## config.mk

```make
export PLATFORM = sky130hd
export DESIGN_NAME = sao_readback_flat
export DESIGN_NICKNAME = d
export VERILOG_FILES = /design/src/rtl/sao_readback_if.sv /design/src/rtl/sao_readback.sv /design/src/flat_wrapper.sv
export SDC_FILE = /design/constraint.sdc
export NUM_CORES = 1
export LEC_CHECK = 0
export ABC_AREA = 1
export ABC_CLOCK_PERIOD_IN_PS = 3300
export BUFFER_PORTS_ARGS = -buffer_cell sky130_fd_sc_hd__buf_2
export CAP_MARGIN = 10
export CORE_MARGIN = 4
export CORE_UTILIZATION = 50
export DETAILED_ROUTE_END_ITERATION = 8
export PLACE_DENSITY = 0.74
export SLEW_MARGIN = 20
export SYNTH_ARGS = -nofsm -noshare
export SYNTH_HDL_FRONTEND = slang
export SYNTH_SLANG_ARGS = --single-unit
```

## constraint.sdc

```tcl
create_clock -name clk -period 3.3 [get_ports clk]
set_input_delay 0.33 -clock clk [delete_from_list [all_inputs] [get_ports clk]]
set_output_delay 0.33 -clock clk [all_outputs]
set_load 0.01 [all_outputs]
```

## src/rtl/sao_readback_if.sv

```systemverilog
// SRAM read port and pixel output stream of the SAO frame readback engine.
interface sao_readback_if #(
    parameter int unsigned ADDR_W = 14,
    parameter int unsigned DATA_W = 8
);
    logic              cen;
    logic              wen;
    logic [ADDR_W-1:0] a;
    logic [DATA_W-1:0] q;
    logic              out_valid;
    logic              out_ready;
    logic [DATA_W-1:0] out_data;
    logic [ADDR_W-1:0] out_addr;

    modport master (
        output cen, wen, a, out_valid, out_data, out_addr,
        input  q, out_ready
    );

    modport slave (
        input  cen, wen, a, out_valid, out_data, out_addr,
        output q, out_ready
    );
endinterface

```

## src/rtl/sao_readback.sv

```systemverilog
// Reads a FRAME_W x FRAME_W frame from SRAM and streams it in raster or LCU-tile order.
// Optional frame checksum is built when SAO_RB_CHECKSUM_EN is defined.
module sao_readback #(
    parameter int unsigned FRAME_W = 128,
    parameter int unsigned ADDR_W  = 14,
    parameter int unsigned DATA_W  = 8
) (
    input  logic           clk,
    input  logic           reset,
    input  logic           i_start,
    input  logic           i_scan_mode,
    input  logic [1:0]     i_lcu_size,
    output logic           o_busy,
    output logic           o_done,
    output logic [15:0]    o_checksum,
    sao_readback_if.master bus
);
    localparam int unsigned LOG_W = $clog2(FRAME_W);

    typedef enum logic [1:0] {StIdle, StRun, StDrain} state_e;

    state_e            r_state, w_state_d;
    logic              r_mode;
    logic [2:0]        r_sh;
    logic [LOG_W-1:0]  r_c, r_r, r_lx, r_ly;
    logic              r_inflight;
    logic [ADDR_W-1:0] r_inflight_addr;
    logic [ADDR_W-1:0] r_a;
    logic [DATA_W-1:0] r_fifo_data [2];
    logic [ADDR_W-1:0] r_fifo_addr [2];
    logic              r_wr_ptr, r_rd_ptr;
    logic [1:0]        r_count;

    logic              w_accept, w_issue, w_pop, w_valid, w_last, w_drained;
    logic [LOG_W-1:0]  w_s_max, w_t_max;
    logic [ADDR_W-1:0] w_row, w_col, w_addr;

    // Raster mode reuses the tile counters with one full-frame tile.
    assign w_s_max = r_mode ? LOG_W'((32'd1 << r_sh) - 32'd1) : LOG_W'(FRAME_W - 32'd1);
    assign w_t_max = r_mode ? LOG_W'((FRAME_W >> r_sh) - 32'd1) : '0;
    assign w_row   = (ADDR_W'(r_ly) << r_sh) + ADDR_W'(r_r);
    assign w_col   = (ADDR_W'(r_lx) << r_sh) + ADDR_W'(r_c);
    assign w_addr  = (w_row << LOG_W) + w_col;
    assign w_last  = (r_c == w_s_max) && (r_r == w_s_max) &&
                     (r_lx == w_t_max) && (r_ly == w_t_max);

    assign w_valid   = (r_count != 2'd0);
    assign w_pop     = w_valid && bus.out_ready;
    assign w_accept  = (r_state == StIdle) && i_start && (i_lcu_size != 2'd3);
    assign w_drained = (r_count == 2'd0) && !r_inflight;
    // Slot freed by a same-cycle pop may be refilled immediately.
    assign w_issue   = !reset && (r_state == StRun) &&
                       ((r_count - 2'(w_pop) + 2'(r_inflight)) <= 2'd1);

    always_comb begin
        w_state_d = r_state;
        unique case (r_state)
            StIdle:  if (w_accept) w_state_d = StRun;
            StRun:   if (w_issue && w_last) w_state_d = StDrain;
            StDrain: if (w_drained) w_state_d = StIdle;
            default: w_state_d = StIdle;
        endcase
    end

    always_ff @(posedge clk) begin
        if (reset) begin
            r_state         <= StIdle;
            r_mode          <= 1'b0;
            r_sh            <= 3'd4;
            r_c             <= '0;
            r_r             <= '0;
            r_lx            <= '0;
            r_ly            <= '0;
            r_inflight      <= 1'b0;
            r_inflight_addr <= '0;
            r_a             <= '0;
            r_wr_ptr        <= 1'b0;
            r_rd_ptr        <= 1'b0;
            r_count         <= 2'd0;
            for (int i = 0; i < 2; i++) begin
                r_fifo_data[i] <= '0;
                r_fifo_addr[i] <= '0;
            end
        end else begin
            r_state <= w_state_d;
            if (w_accept) begin
                r_mode <= i_scan_mode;
                r_sh   <= 3'(i_lcu_size) + 3'd4;
                r_c    <= '0;
                r_r    <= '0;
                r_lx   <= '0;
                r_ly   <= '0;
            end else if (w_issue) begin
                r_a             <= w_addr;
                r_inflight_addr <= w_addr;
                if (r_c != w_s_max) r_c <= r_c + 1'b1;
                else begin
                    r_c <= '0;
                    if (r_r != w_s_max) r_r <= r_r + 1'b1;
                    else begin
                        r_r <= '0;
                        if (r_lx != w_t_max) r_lx <= r_lx + 1'b1;
                        else begin
                            r_lx <= '0;
                            if (r_ly != w_t_max) r_ly <= r_ly + 1'b1;
                            else r_ly <= '0;
                        end
                    end
                end
            end
            r_inflight <= w_issue;
            if (r_inflight) begin
                r_fifo_data[r_wr_ptr] <= bus.q;
                r_fifo_addr[r_wr_ptr] <= r_inflight_addr;
                r_wr_ptr              <= ~r_wr_ptr;
            end
            if (w_pop) r_rd_ptr <= ~r_rd_ptr;
            r_count <= r_count + 2'(r_inflight) - 2'(w_pop);
        end
    end

    assign bus.cen       = !w_issue;
    assign bus.wen       = 1'b1;
    assign bus.a         = w_issue ? w_addr : r_a;
    assign bus.out_valid = w_valid;
    assign bus.out_data  = r_fifo_data[r_rd_ptr];
    assign bus.out_addr  = r_fifo_addr[r_rd_ptr];
    assign o_busy        = (r_state != StIdle);
    assign o_done        = !reset && (r_state == StDrain) && w_drained;

`ifdef SAO_RB_CHECKSUM_EN
    logic [15:0] r_sum;

    always_ff @(posedge clk) begin
        if (reset)         r_sum <= '0;
        else if (w_accept) r_sum <= '0;
        else if (w_pop)    r_sum <= r_sum + 16'(r_fifo_data[r_rd_ptr]);
    end

    assign o_checksum = r_sum;
`else
    assign o_checksum = 16'd0;
`endif
endmodule

```

## src/flat_wrapper.sv

```systemverilog
// flat-port wrapper written by rule: the top's interface ports become plain ports
module sao_readback_flat 
#(
    parameter int unsigned FRAME_W = 128,
    parameter int unsigned ADDR_W  = 14,
    parameter int unsigned DATA_W  = 8
)
  (clk, reset, i_start, i_scan_mode, i_lcu_size, o_busy, o_done, o_checksum, bus_cen, bus_wen, bus_a, bus_out_valid, bus_out_data, bus_out_addr, bus_q, bus_out_ready);
  sao_readback_if #(.ADDR_W(ADDR_W), .DATA_W(DATA_W)) bus_i ();
  input  logic clk;
  input  logic reset;
  input  logic i_start;
  input  logic i_scan_mode;
  input  logic [1:0] i_lcu_size;
  output logic o_busy;
  output logic o_done;
  output logic [15:0] o_checksum;
  output wire logic [$bits(bus_i.cen)-1:0] bus_cen;
  output wire logic [$bits(bus_i.wen)-1:0] bus_wen;
  output wire logic [$bits(bus_i.a)-1:0] bus_a;
  output wire logic [$bits(bus_i.out_valid)-1:0] bus_out_valid;
  output wire logic [$bits(bus_i.out_data)-1:0] bus_out_data;
  output wire logic [$bits(bus_i.out_addr)-1:0] bus_out_addr;
  input wire logic [$bits(bus_i.q)-1:0] bus_q;
  input wire logic [$bits(bus_i.out_ready)-1:0] bus_out_ready;
  assign bus_cen = bus_i.cen;
  assign bus_wen = bus_i.wen;
  assign bus_a = bus_i.a;
  assign bus_out_valid = bus_i.out_valid;
  assign bus_out_data = bus_i.out_data;
  assign bus_out_addr = bus_i.out_addr;
  assign bus_i.q = bus_q;
  assign bus_i.out_ready = bus_out_ready;
  sao_readback #(.FRAME_W(FRAME_W), .ADDR_W(ADDR_W), .DATA_W(DATA_W)) u_core (.clk(clk), .reset(reset), .i_start(i_start), .i_scan_mode(i_scan_mode), .i_lcu_size(i_lcu_size), .o_busy(o_busy), .o_done(o_done), .o_checksum(o_checksum), .bus(bus_i));
endmodule
```

==> impl_results.md <==
* First-pass GRT wire length at 20,900 um
* Max-cap violations at 0
* Startpoint types: flip-flop
* ANT cells at 0
* Async S/R FF share, synth at 0%
* Fin. Hold Viols at 0
* Placed Cells incl. Taps at between 900 and 1k
* Final HPWL DP at 9330 um
* Max VDD drop at 0.248 mV
* Xor/xnor share of the synthesized area at 2.66%
* Ratio of cells with drive above 1 in the final layout at between 15 and 20%
* Die width at around 120 um
* CP Capture Type: output port
* Hold EP: u_core.r_mode
* CTS Buffer Depth at 2
* DRC at 0
* Final antenna-violating net count at 0
* Port bufs at 54
* CTS Root Cell: clkbuf_16
* Fin util at 57.1%
* Clock Latency Late Sink at around 0.36 ns
* Vias at between 4k and 5k
* Synth area leader: dfxtp_1
* Number of synthesized register bits at 111
* Flop-to-flop setup slack at approximately 0.58 ns
* Nets at around 830
* Dominant cells by area after synthesis: dfxtp_1 (23%), edfxtp_1 (22%), nand2_1 (9.5%)
* Total GRT Usage at 19.2%
* Required time of the critical path at approximately 3.0 ns
* Synth top cells by count: nand2_1 (149), inv_1 (100), nor2_1 (95), dfxtp_1 (67), nand3_1 (52)
* FF+latch area at roughly 2700 um^2
* Core area at between 10,000 and 15,000 um^2
* Fmax achieved at between 300 and 400 MHz
* Hold_sp: i_scan_mode
* Hold Buf Count CTS at 0
* Slew HR at a little under two fifths
* Most frequent cell after synthesis: nand2_1
* Cells after synthesis at approximately 740
* TritonCTS Buffers at 9
* Share of Yosys cell area claimed by the top area cell type at a little under a quarter
* Post-Syn Area at 5920 um^2
* First DRT Iteration DRCs at around 400
* Distinct cells, synth at 38
* Kind of critical path: flip-flop to output port
* Routed len/inst at around 14 um
* TritonCTS clock tree: built
* Initial Util at approximately half
* Ports at slightly above 70
* Worst-margin pin slew at between 0.9 and 1 ns
* Routed WL at 12,900 um
* Fillers at 1,067
* Hold depth at 3
* Htree depth at 3
* Fin crit period at 3.17 ns
* Worst R2R Path Depth at 15
* Area Growth Syn to Fin at 11.2%
* Critical path arrival at between 2 and 3 ns
* Status: complete, no violations
* Seq/Total Area, Yosys at between 40 and 50%
* Row count at 39
* Leak Pwr at roughly 2.9 nW
* Grt ovf at 0
* Synth warn at 0
* R2r startpoint: u_core.r_count[1]
* Worst reg2reg path endpoint: u_core.r_ly[1]
* Crit-path max FO at 5
* Multi-input gate area at between 2000 and 3000 um^2
* Compound-gate portion of the synthesized area at under 10%
* Fraction of the mapped netlist area in simple logic gates at 23.6%
* Critical Path Source: u_core.r_sh[1]
* Clock-pin slew of the registers on the worst-case setup and hold paths at 0.07 ns
* Ys flop type: dfxtp_1
* Post-synthesis mux area share at about 4.2%
* Unrepaired setup endpoints after global routing: yes
* Routability cong. at 0.906
* Count of flip-flops with a built-in enable after synthesis at 44
* Vias in the first global route at about 4.6k
* Main combinational cell family by area after synthesis: simple AND/OR/NAND/NOR gates
* PD cells at 520 nW/um^2
* Post-synthesis area per instance at 7.96 um^2
* # clock sinks at between 100 and 150
* Final slew viol count at 0
* Post-Synth Adder-Cell Area at 4.27%
* Die area at roughly 14,000 um^2
* Worst Skew at ~0.0073 ns
* Largest net degree at the start of global routing at 40
* HP Class: input pin to flip-flop
* Final setup fails at 0
* Initial antenna violation count at 0
* Vias per cell at about 5.2
* Die Y at approximately 120 um
* Final Cycle Share at between 90% and 100%
* Finished Layout Cells at 939
* Drt pass-1 iters at 5
==> report_power, final <==
group | switching (mW) | internal, mW
registers | 0.0770 | 1.53
clock network | 0.499 | 0.618
logic | 0.416 | 0.281
==> area by class of cell <==
cell class | instances | share of cell area (%)
Clock buffer | 11 | 3.69
Tap cell | 143 | 2.72
Multi-Input combinational cell | 503 | 41.0
Clock inverter | 5 | 0.970
Timing Repair Buffer | 65 | 5.36
Sequential cell | 111 | 40.5
Inverter | 101 | 5.82
==> sequential cells by signal (all words and copies together) (netlist names), named ones only <==
register                flops
u_core.r_wr_ptr             1
u_core.r_sh                 2
u_core.r_ly                 7
u_core.r_rd_ptr             1
u_core.r_c                  7
u_core.r_r                  7
u_core.r_count              2
u_core.r_fifo_data         16
u_core.r_lx                 7
u_core.r_mode               1
u_core.r_inflight           1
u_core.r_inflight_addr     14
u_core.r_a                 14
u_core.r_state              2
u_core.r_fifo_addr         28
==> cells in the final DEF, fill, tap and decap left out, types with 4 or more instances in the layout <==
cell,instances
mux2_2,22
buf_2,54
a21oi_1,47
a211oi_1,13
nand4_1,6
edfxtp_1,44
ha_1,16
o21ai_0,28
conb_1,17
xor2_1,13
o22ai_1,5
buf_4,11
nand3_1,52
dfxtp_1,67
nor2_4,5
xnor2_1,5
nand2_2,4
inv_1,99
nor2_1,94
nand2_1,148
nor3_1,5
clkbuf_16,9
==> routing by layer <==
metal	up-vias	GRT usage (%)	part of all wire, %
li1	2484	-	-
met3	21	3.08	3.4
met5	-	0	0
met2	102	33.1	49
met4	0	8.33	2.4
met1	2288	23.9	45
==> cell families after synthesis <==
logic type / count (synthesis)
other: 2
adders and majority gates: 19
buffers and inverters: 144
AOI/OAI and AO/OA: 101
DFF: 111
muxes: 22
xor gates and xnor gates: 18
and+or+nand+nor: 326
==> worst max path at each step <==
stage / endpoint / cells after the start
finish: bus_a[13] / 16
global route: bus_a[13] / 16
CTS: bus_a[13] / 16
detailed placement: bus_a[13] / 16
global placement: bus_a[13] / 16
floorplan: bus_a[13] / 16
==> worst max-delay path, stage by stage (launching register included) <==
cell,delay (ns)
dfxtp_1,0.40
nor2_4,0.07
inv_1,0.09
nor2_1,0.05
ha_1,0.21
fa_1,0.50
ha_4,0.30
nand2_1,0.07
nor2_2,0.13
nand3_1,0.10
nand3_1,0.11
inv_1,0.04
nand2_1,0.05
nand3_1,0.09
nand2_2,0.10
inv_1,0.04
buf_2,0.13
==> stage by stage <==
step | hold slack (ns) | cell area [um^2] | setup TNS [ns] | setup slack (ns) | power [mW]
5_1_grt | 0.290 | 6580 | -0.0684 | -0.0666 | 3.61
3_5_place_dp | 0.445 | 6240 | 0 | 0.409 | 2.33
6_report | 0.248 | 6580 | 0 | 0.133 | 3.42
4_1_cts | 0.243 | 6550 | 0 | 0.0113 | 3.45
3_3_place_gp | 0.440 | 6240 | 0 | 0.494 | 2.31
2_1_floorplan | 0.425 | 5970 | 0 | 0.628 | 2.12
==> what timing repair did <==
item                                    CTS  global route
endpoints found under the setup margin    0             5
endpoints found under the hold margin     0             0
resized for setup                         0             4
setup buffers                             0             1
(Power assumes the default switching activity.)
